==> src/rtl/nf10_axis_pkt_gen_if.sv <==
// AXI4-Stream bundle carrying generated test frames toward the 10G TX port.
// The generator drives everything except tready; the consumer drives tready.
interface nf10_axis_pkt_gen_if #(
    parameter int DATA_WIDTH  = 256,
    parameter int TUSER_WIDTH = 128
) ();
    logic [DATA_WIDTH-1:0]   tdata;
    logic [DATA_WIDTH/8-1:0] tstrb;
    logic [TUSER_WIDTH-1:0]  tuser;
    logic                    tvalid;
    logic                    tready;
    logic                    tlast;

    modport master (
        output tdata,
        output tstrb,
        output tuser,
        output tvalid,
        output tlast,
        input  tready
    );

    modport slave (
        input  tdata,
        input  tstrb,
        input  tuser,
        input  tvalid,
        input  tlast,
        output tready
    );
endinterface

==> src/rtl/nf10_axis_pkt_gen.sv <==
// Transmit-side AXI4-Stream packet source for 10G bring-up and loopback.
// Emits numbered frames whose byte k carries (k + seq) mod 256, with NetFPGA
// tuser metadata {dst, src, len}, separated by a programmable idle gap.
// All stream outputs are decoded from registered state, so they stay stable
// while the consumer stalls and fall to zero the cycle after reset.
module nf10_axis_pkt_gen #(
    parameter int         C_M_AXIS_DATA_WIDTH  = 256,
    parameter int         C_M_AXIS_TUSER_WIDTH = 128,
    parameter logic [7:0] C_DEFAULT_SRC_PORT   = 8'h00,
    parameter logic [7:0] C_DEFAULT_DST_PORT   = 8'h10
) (
    input  logic                       axi_aclk,
    input  logic                       axi_reset,
    input  logic                       start,
    input  logic                       stop,
    input  logic [15:0]                pkt_len,
    input  logic [31:0]                pkt_count,
    input  logic [15:0]                gap_cycles,
    nf10_axis_pkt_gen_if.master        m_axis,
    output logic                       busy,
    output logic                       done,
    output logic [31:0]                pkts_sent
);

    localparam int BYTES = C_M_AXIS_DATA_WIDTH / 8;
    localparam int BW    = $clog2(BYTES);

    typedef enum logic [1:0] {
        ST_IDLE,
        ST_SEND,
        ST_GAP
    } state_t;

    state_t state;
    state_t state_nxt;

    // Run configuration captured on an accepted start.
    logic [15:0] len_q;
    logic [31:0] count_q;
    logic [15:0] gap_q;

    // Per-packet and per-gap progress.
    logic [15:0] beat_idx;
    logic [15:0] gap_cnt;
    logic [31:0] pkts_sent_q;
    logic        stop_q;
    logic        done_q;

    // Derived control.
    logic [15:0]   last_idx;
    logic [BW-1:0] rem;
    logic          is_last;
    logic          beat_accept;
    logic          last_accept;
    logic          stop_pend;
    logic          run_end;
    logic          start_ok;
    logic          enter_idle;

    // Output beat assembly.
    logic [7:0]                          byte_base;
    logic [C_M_AXIS_DATA_WIDTH-1:0]      tdata_c;
    logic [BYTES-1:0]                    tstrb_c;
    logic [C_M_AXIS_TUSER_WIDTH-1:0]     tuser_c;
    logic                                tvalid_c;
    logic                                tlast_c;

    // Handshake and end-of-run conditions shared by the FSM and datapath.
    always_comb begin
        last_idx    = (len_q - 16'd1) >> BW;
        rem         = len_q[BW-1:0];
        is_last     = (beat_idx == last_idx);
        beat_accept = (state == ST_SEND) && m_axis.tready;
        last_accept = beat_accept && is_last;
        // A stop pulse is remembered so it still ends the run at the next
        // packet boundary even if it has already dropped by then.
        stop_pend   = stop || stop_q;
        run_end     = ((count_q != 32'd0) && (pkts_sent_q + 32'd1 == count_q)) || stop_pend;
        start_ok    = (state == ST_IDLE) && start;
    end

    // State register.
    always_ff @(posedge axi_aclk) begin
        // NOTE: sequential state uses non-blocking assignments so every
        // register samples pre-edge values regardless of statement order.
        if (axi_reset) begin
            state <= ST_IDLE;
        end else begin
            state <= state_nxt;
        end
    end

    // Next-state logic: packets follow each other directly, through a gap,
    // or return to IDLE once the count is reached or stop is pending.
    always_comb begin
        // NOTE: every always_comb output gets a default first so no path can
        // leave it unassigned and infer a latch.
        state_nxt  = state;
        enter_idle = 1'b0;
        unique case (state)
            ST_IDLE: begin
                if (start && (pkt_len != 16'd0)) begin
                    state_nxt = ST_SEND;
                end
            end
            ST_SEND: begin
                if (last_accept) begin
                    if (run_end) begin
                        state_nxt  = ST_IDLE;
                        enter_idle = 1'b1;
                    end else if (gap_q != 16'd0) begin
                        state_nxt = ST_GAP;
                    end
                end
            end
            ST_GAP: begin
                if (stop_pend) begin
                    state_nxt  = ST_IDLE;
                    enter_idle = 1'b1;
                end else if (gap_cnt == 16'd0) begin
                    state_nxt = ST_SEND;
                end
            end
            default: begin
                state_nxt  = ST_IDLE;
                enter_idle = 1'b1;
            end
        endcase
    end

    // Datapath registers: config capture, beat/gap counters, packet count,
    // pending stop and the done pulse.
    always_ff @(posedge axi_aclk) begin
        if (axi_reset) begin
            len_q       <= '0;
            count_q     <= '0;
            gap_q       <= '0;
            beat_idx    <= '0;
            gap_cnt     <= '0;
            pkts_sent_q <= '0;
            stop_q      <= 1'b0;
            done_q      <= 1'b0;
        end else begin
            // An empty run finishes immediately with a done pulse and no beats.
            done_q <= enter_idle || (start_ok && (pkt_len == 16'd0));

            if (start_ok) begin
                len_q       <= pkt_len;
                count_q     <= pkt_count;
                gap_q       <= gap_cycles;
                beat_idx    <= '0;
                pkts_sent_q <= '0;
                stop_q      <= stop && (pkt_len != 16'd0);
            end else if (state != ST_IDLE) begin
                if (enter_idle) begin
                    stop_q <= 1'b0;
                end else if (stop) begin
                    stop_q <= 1'b1;
                end
            end

            if (beat_accept) begin
                if (is_last) begin
                    beat_idx    <= '0;
                    pkts_sent_q <= pkts_sent_q + 32'd1;
                    gap_cnt     <= gap_q - 16'd1;
                end else begin
                    beat_idx <= beat_idx + 16'd1;
                end
            end else if (state == ST_GAP) begin
                gap_cnt <= gap_cnt - 16'd1;
            end
        end
    end

    // Beat assembly: payload bytes count up from the packet sequence number,
    // and bytes past the frame length on the last beat are strobed off and zeroed.
    always_comb begin
        tdata_c   = '0;
        tstrb_c   = '0;
        tuser_c   = '0;
        tvalid_c  = 1'b0;
        tlast_c   = 1'b0;
        byte_base = 8'(beat_idx << BW) + pkts_sent_q[7:0];
        if (state == ST_SEND) begin
            tvalid_c      = 1'b1;
            tlast_c       = is_last;
            tuser_c[31:0] = {C_DEFAULT_DST_PORT, C_DEFAULT_SRC_PORT, len_q};
            for (int i = 0; i < BYTES; i++) begin
                if (!is_last || (rem == '0) || (BW'(i) < rem)) begin
                    tstrb_c[i]       = 1'b1;
                    tdata_c[8*i +: 8] = byte_base + 8'(i);
                end
            end
        end
    end

    assign m_axis.tdata  = tdata_c;
    assign m_axis.tstrb  = tstrb_c;
    assign m_axis.tuser  = tuser_c;
    assign m_axis.tvalid = tvalid_c;
    assign m_axis.tlast  = tlast_c;

    assign busy      = (state != ST_IDLE);
    assign done      = done_q;
    assign pkts_sent = pkts_sent_q;

endmodule

==> src/flat_wrapper.sv <==
// flat-port wrapper written by rule: the top's interface ports become plain ports
module nf10_axis_pkt_gen_flat 
#(
    parameter int         C_M_AXIS_DATA_WIDTH  = 256,
    parameter int         C_M_AXIS_TUSER_WIDTH = 128,
    parameter logic [7:0] C_DEFAULT_SRC_PORT   = 8'h00,
    parameter logic [7:0] C_DEFAULT_DST_PORT   = 8'h10
)
  (axi_aclk, axi_reset, start, stop, pkt_len, pkt_count, gap_cycles, busy, done, pkts_sent, m_axis_tdata, m_axis_tstrb, m_axis_tuser, m_axis_tvalid, m_axis_tlast, m_axis_tready);
  nf10_axis_pkt_gen_if #(.DATA_WIDTH(256), .TUSER_WIDTH(128)) m_axis_i ();
  input  logic axi_aclk;
  input  logic axi_reset;
  input  logic start;
  input  logic stop;
  input  logic [15:0] pkt_len;
  input  logic [31:0] pkt_count;
  input  logic [15:0] gap_cycles;
  output logic busy;
  output logic done;
  output logic [31:0] pkts_sent;
  output wire logic [$bits(m_axis_i.tdata)-1:0] m_axis_tdata;
  output wire logic [$bits(m_axis_i.tstrb)-1:0] m_axis_tstrb;
  output wire logic [$bits(m_axis_i.tuser)-1:0] m_axis_tuser;
  output wire logic [$bits(m_axis_i.tvalid)-1:0] m_axis_tvalid;
  output wire logic [$bits(m_axis_i.tlast)-1:0] m_axis_tlast;
  input wire logic [$bits(m_axis_i.tready)-1:0] m_axis_tready;
  assign m_axis_tdata = m_axis_i.tdata;
  assign m_axis_tstrb = m_axis_i.tstrb;
  assign m_axis_tuser = m_axis_i.tuser;
  assign m_axis_tvalid = m_axis_i.tvalid;
  assign m_axis_tlast = m_axis_i.tlast;
  assign m_axis_i.tready = m_axis_tready;
  nf10_axis_pkt_gen #(.C_M_AXIS_DATA_WIDTH(C_M_AXIS_DATA_WIDTH), .C_M_AXIS_TUSER_WIDTH(C_M_AXIS_TUSER_WIDTH), .C_DEFAULT_SRC_PORT(C_DEFAULT_SRC_PORT), .C_DEFAULT_DST_PORT(C_DEFAULT_DST_PORT)) u_core (.axi_aclk(axi_aclk), .axi_reset(axi_reset), .start(start), .stop(stop), .pkt_len(pkt_len), .pkt_count(pkt_count), .gap_cycles(gap_cycles), .m_axis(m_axis_i), .busy(busy), .done(done), .pkts_sent(pkts_sent));
endmodule
==> config.mk <==
export PLATFORM = sky130hd
export DESIGN_NAME = nf10_axis_pkt_gen_flat
export DESIGN_NICKNAME = d
export VERILOG_FILES = /design/src/rtl/nf10_axis_pkt_gen_if.sv /design/src/rtl/nf10_axis_pkt_gen.sv /design/src/flat_wrapper.sv
export SDC_FILE = /design/constraint.sdc
export NUM_CORES = 1
export LEC_CHECK = 0
export ABC_AREA = 1
export CAP_MARGIN = 25
export CORE_AREA = 5 5 198 200
export DETAILED_ROUTE_END_ITERATION = 7
export DIE_AREA = 0 0 203 205
export GPL_TIMING_DRIVEN = 0
export HOLD_SLACK_MARGIN = 0.06
export PLACE_DENSITY = 0.68
export SLEW_MARGIN = 0
export SYNTH_ARGS = -nofsm -noshare
export SYNTH_HDL_FRONTEND = slang
export SYNTH_SLANG_ARGS = --single-unit
==> constraint.sdc <==
create_clock -name axi_aclk -period 2.8 [get_ports axi_aclk]
set_clock_uncertainty 0.15 [all_clocks]
set_input_delay 0.42 -clock axi_aclk [delete_from_list [all_inputs] [get_ports axi_aclk]]
set_output_delay 0.42 -clock axi_aclk [all_outputs]
set_load 0.01 [all_outputs]
-- Word level (Yosys, flattened, before mapping)
Index checks and enable logic that the tools add are counted.
- bits in registers: 132
- latch bits: 0
- bits in writable memories: 0
- ROM bits: 0
- input bits: 69
- output and inout port bits: 452
- logic and storage cells: 239
- memories kept: 0
- add/subtract/negate cells: 37
- multiply operators: 0
- div/mod/pow operators: 0
- $lt $le $gt $ge: 32
- eq/ne operators: 9
- shifts and indexed selects: 0
- multiplexer cells: 93
- bitwise gates (word level): 0
- reduce and logical (&&, ||, !) cells: 59
- operators by type and width (cell ; number):
    $mux W256 ; 1
    $mux W8 ; 32
    $add A8 B5 Y8 const B ; 16
    $mux W32 ; 4
    $mux W16 ; 6
    $lt A5 B5 Y1 const A ; 16
    $add A8 B4 Y8 const B ; 8
    $sub A16 B1 Y16 const B ; 3
    $mux W1 ; 41
    $lt A4 B5 Y1 const A ; 8
    $logic_or A1 B1 Y1 ; 36
    $add A32 B1 Y32 const B ; 1
    $add A8 B3 Y8 const B ; 4
    $eq A32 B32 Y1 ; 1
    $logic_not A16 Y1 ; 2
    $reduce_bool A16 Y1 ; 2
    $reduce_bool A32 Y1 ; 1
    $mux W29 ; 1
    $lt A3 B5 Y1 const A ; 4
    $add A16 B1 Y16 const B ; 1
    $add A8 B2 Y8 const B ; 2
    $eq A16 B11 Y1 ; 1
    $mux W2 ; 6
    $lt A1 B5 Y1 const A ; 2
    other kinds (19) ; 31

-- Logic depth before layout (Yosys ltp)
- depth in word-level cells: 10
- depth in mapped cells: 22
- depth with buffers taken out: 21

-- Worst setup path after synthesis
Ideal clock, no wire load.
- path kind: register -> output
- start: reg u_core.pkts_sent_q[5], in the netlist u_core.pkts_sent[5]
- end: out m_axis_tdata[167]
- data arrival time: 2494 ps
- data required time: 2230 ps
- setup slack: -264 ps
- cell stages (with the launch flop): 10
- buffers on the path: 2
- cells stage by stage: dfxtp_1 -> ha_1 -> fa_1 -> clkbuf_1 -> nand2_1 -> clkinv_1 -> buf_1 -> nand2_1 -> xnor2_1 -> nor2_1
- word-level cells in the longest chain between the ends: 4
- ends and longest elaborated chain (item ; RTL line ; text):
    from (decl) ; nf10_axis_pkt_gen.sv:45 ; logic [31:0] pkts_sent_q;
    from (signal assigned) ; nf10_axis_pkt_gen.sv:165 ; pkts_sent_q <= pkts_sent_q + 32'd1;
    $add A8 B8 Y8 ; nf10_axis_pkt_gen.sv:184 ; byte_base = 8'(beat_idx << BW) + pkts_sent_q[7:0];
    $add A8 B5 Y8 ; nf10_axis_pkt_gen.sv:192 ; tdata_c[8*i +: 8] = byte_base + 8'(i);
    $mux W8 ; nf10_axis_pkt_gen.sv:190 ; if (!is_last || (rem == '0) || (BW'(i) < rem)) begin
    $mux W256 ; nf10_axis_pkt_gen.sv:185 ; if (state == ST_SEND) begin
    to (decl) ; flat_wrapper.sv:21 ; output wire logic [$bits(m_axis_i.tdata)-1:0] m_axis_tdata;
No other way between the ends.

-- Worst setup path after layout
- start: reg u_core.len_q[1]
- end: out m_axis_tdata[36]
- word-level cells in the longest chain between the ends: 7
- elaborated cells between the ends (all ways): 9
- classes of those cells: add/sub (1); order compare (1); eq/ne (1); mux (2); reduce/logical (4)
- ends and longest elaborated chain (item ; RTL line ; text):
    from (decl) ; nf10_axis_pkt_gen.sv:38 ; logic [15:0] len_q;
    from (signal assigned) ; nf10_axis_pkt_gen.sv:148 ; len_q <= pkt_len;
    $sub A16 B1 Y16 ; nf10_axis_pkt_gen.sv:70 ; last_idx = (len_q - 16'd1) >> BW;
    $eq A16 B11 Y1 ; nf10_axis_pkt_gen.sv:72 ; is_last = (beat_idx == last_idx);
    $logic_not A1 Y1 ; nf10_axis_pkt_gen.sv:190 ;
    $logic_or A1 B1 Y1 ; nf10_axis_pkt_gen.sv:190 ;
    $logic_or A1 B1 Y1 * ; nf10_axis_pkt_gen.sv:190 ;
    $mux W8 * ; nf10_axis_pkt_gen.sv:190 ;
    $mux W256 * ; nf10_axis_pkt_gen.sv:185 ;
Mark *: on every way between the ends. The rest lies on a longest branch, timed or not.

==> key figures <==
Status
  • Outcome: finished, violations left
  • Violated checks: setup timing

Global route
  • Gr usage total: 30.3%
  • Vias in the first global route: 15.5k
  • Largest net degree at the start of global routing: 17
  • Initial antenna violation count: 1
  • First-pass GRT wire length: 96600 µm
  • GR Overflow Total: 0

STA
  • Final Slew Violations: 0
  • Final setup violation count: 365
  • Final period util: 141%
  • PnR worst setup slack: -1.16 ns
  • Max-slew headroom: 19.3%
  • Unrepaired setup endpoints after global routing: true
  • Peak Freq: 252 MHz
  • Final hold slack: 0.319 ns
  • Post-layout minimum cycle time: 3.96 ns
  • Actual slew at the worst max-slew pin: 1.20 ns
  • Final Hold Fails: 0

Worst setup path
  • Crit Path Category: reg2out
  • Worst r2r dst: u_core.gap_cnt[12]$_SDFFE_PP0P_
  • CP Data Arrival Time: 3.39 ns
  • Worst R2R Path Depth: 16
  • Crit path required time: 2.23 ns
  • R2r startpoint: u_core.state[0]$_SDFFE_PP0P_
  • CP Capture Type: primary output
  • CP Max Fanout: 6
  • Crit path to: m_axis_tdata[36]
  • Reg2reg setup slack: -0.53 ns
  • Worst Setup Start Kind: flop
  • Worst Setup SP: u_core.len_q[1]$_SDFFE_PP0P_

Final layout
  • Multi-input logic area: 9370 µm²
  • FF+latch area: 2670 µm²
  • Fill count: 3575
  • Nets@finish: 2964
  • Final std cells w/o fill: 3362
  • P&R area growth vs syn: 73.4%
  • Fraction of final layout cells with drive strength greater than 1: 31.9%
  • Final core occ: 57.2%

Die
  • Die area: 41600 µm²
  • Boundary Pins: 521
  • Starting density of the core: 33.0%
  • DIE WIDTH: 203 µm
  • Die Y: 205 µm
  • FP Rows: 71
  • Area of the core: 37200 µm²

Clocking
  • Number of clock sinks: 132
  • CTS root buffer: clkbuf_16
  • H-tree depth: 4
  • Clock Latency Late Sink: 0.43 ns
  • CTS Hold Bufs: 0
  • CTS tree: done
  • Clk slew on worst S/H paths: 0.06 ns
  • CTS buffer count: 17
  • Max Buffers Root-to-Sink: 2

Job
  • Max-cap violation count: 0

Synth
  • Flops & latches, synth: 132
  • Seq/Total Area, Yosys: 21.5%
  • Synthesized area per cell: 5.86 µm²
  • YS warnings: 0
  • Number of flops mapped to enable cells by yosys: 0
  • Syn Inst Count: 2097
  • Top_reg_cell synth: dfxtp_1
  • Cell variety after synth: 45
  • Ys async rst share: 0%
  • Cell Area, Synth: 12300 µm²

Power
  • Seq pwr share: 16.7%
  • Combinational share of power: 69.8%
  • Sw frac: 47.7%
  • Leakage power: 0.0107 µW
  • Worst IR Drop VDD: 0.442 mV
  • Switching Power: 7330 µW
  • Power per cell area: 722 nW/µm²
  • Clock share of power: 13.5%
  • Internal power: 8040 µW

Placed design
  • Post-DP HPWL: 52100 µm
  • DP Cell Count: 3089
  • Port bufs: 408
  • Final GP Congestion: 0.971

Min path
  • Hold Crit Start: u_core.gap_cnt[8]$_SDFFE_PP0P_
  • Min-delay worst type: reg2reg

Detailed routing
  • Routed via count: 16.9k
  • Antenna viol nets, final: 0
  • Wirelength, routed: 70900 µm
  • Number of vias per cell: 5.02
  • DRT Pass-1 Iters: 5
  • DRT iter0 DRCs: 1288
  • Avg WL per Cell: 21.1 µm
  • DRC: 0
how the worst min path moves through the flow:
stage / to / slack, ns / depth (start not counted)
final: u_core.gap_cnt[8]$_SDFFE_PP0P_ / 0.32 / 2
after global routing: u_core.gap_cnt[8]$_SDFFE_PP0P_ / 0.35 / 2
after CTS: u_core.gap_cnt[8]$_SDFFE_PP0P_ / 0.32 / 2
after detailed placement: u_core.gap_cnt[8]$_SDFFE_PP0P_ / 0.31 / 2
after global placement: u_core.gap_cnt[9]$_SDFFE_PP0P_ / 0.31 / 2
after floorplan: u_core.gap_cnt[3]$_SDFFE_PP0P_ / 0.29 / 2
Yosys cell counts (27+ instances only):
library cell  instances  area, µm²
xor2_1              106        928
inv_1               217        815
buf_4               114        856
nor2_1              466       1750
a21oi_1             115        576
nand4_1              27        169
nand3_1             104        521
o21ai_0             146        731
xnor2_1              33        289
dfxtp_1             132       2640
clkbuf_1             66        248
nand2_1             384       1440
sequential cells by signal, summed over array words and instances (netlist names):
| signal | cells |
|---|---|
| u_core.pkts_sent | 32 |
| u_core.beat_idx | 16 |
| u_core.gap_q | 16 |
| u_core.stop_q | 1 |
| u_core.count_q | 32 |
| u_core.state | 2 |
| u_core.gap_cnt | 16 |
| u_core.done | 1 |
| u_core.len_q | 16 |
layout by cell type, fill, tap and decap left out, types with 92 or more instances in the layout:
master / netlist / layout
buf_2: 8 / 94
inv_1: 217 / 198
clkdlybuf4s50_1: 0 / 130
nor2_1: 466 / 356
conb_1: 1 / 111
a21oi_1: 115 / 106
buf_4: 114 / 239
o21ai_0: 146 / 142
nand3_1: 104 / 92
xor2_1: 106 / 102
nand2_1: 384 / 332
buf_6: 1 / 138
dfxtp_1: 132 / 123
routing by layer:
layer	vias up	part of all wire (%)	GRT usage (%)	wire length [µm]
met5	-	0	0	0
met4	0	6.7	16.8	4780
met3	195	6.8	5.08	4850
met2	797	49	52.8	34400
met1	7924	38	35.5	26900
li1	7952	-	-	-
power by group through the flow:
| stage | sequential [µW] | combinational (µW) | clock (µW) |
|---|---|---|---|
| floorplan | 2480 | 3940 | 0 |
| global placement | 2570 | 7510 | 0 |
| detailed placement | 2580 | 7560 | 0 |
| CTS | 2550 | 8680 | 2090 |
| global route | 2600 | 11300 | 2170 |
| finish | 2570 | 10700 | 2080 |
timing repair:
action | in CTS | in global routing
setup endpoints to repair | 372 | 384
pin swaps | 14 | 36
gates resized for setup | 529 | 888
endpoints found under the hold margin | 0 | 0
setup buffers | 71 | 164
gates cloned | 4 | 6
critical path, stage by stage, from the launching register on:
cell,delay (ns)
dfxtp_4,0.38
nor2_4,0.11
nand2_2,0.07
nor2_4,0.21
nand2_4,0.10
buf_4,0.16
nand2_4,0.07
xor2_2,0.15
nor2_2,0.05
nand2_2,0.08
nor2_4,0.06
nand3_4,0.17
clkinvlp_4,0.25
buf_6,0.18
o21ai_2,0.05
nand2_2,0.09
buf_6,0.17
buf_6,0.11
buf_6,0.12
buf_6,0.12
nor3_2,0.09
buf_2,0.16
logic make-up after synthesis:
family | Yosys count | share of synthesized area, %
mux | 2 | 0.163
xor+xnor | 140 | 10.1
compound gates | 309 | 13.3
buf+inv | 437 | 17.0
flops | 132 | 21.5
fa+ha+maj | 21 | 2.20
simple gates | 1055 | 35.6
other cells | 1 | 0.0305
final cells by class:
class,count,area share [%]
Multi-Input combinational cell,1644,44.0
Timing Repair Buffer,641,27.4
Sequential cell,132,12.6
Buffer,198,6.23
Inverter,239,4.56
Tap cell,474,2.78
Clock buffer,22,2.09
Clock inverter,10,0.394
Timing Repair inverter,1,0.0353
Antenna cell,1,0.0118
stage by stage:
stage                     setup WS, ns  TNS (ns)  total power (µW)  area [µm²]
after floorplan                0.00183         0              6420       12700
after global placement           -1.63   -401.96             10100       17400
after detailed placement         -1.59   -394.86             10100       17400
after CTS                        -1.21   -314.59             13300       18900
after global routing             -1.26   -320.79             16100       21300
final                            -1.16   -286.34             15400       21300
(Power assumes the default switching activity.)
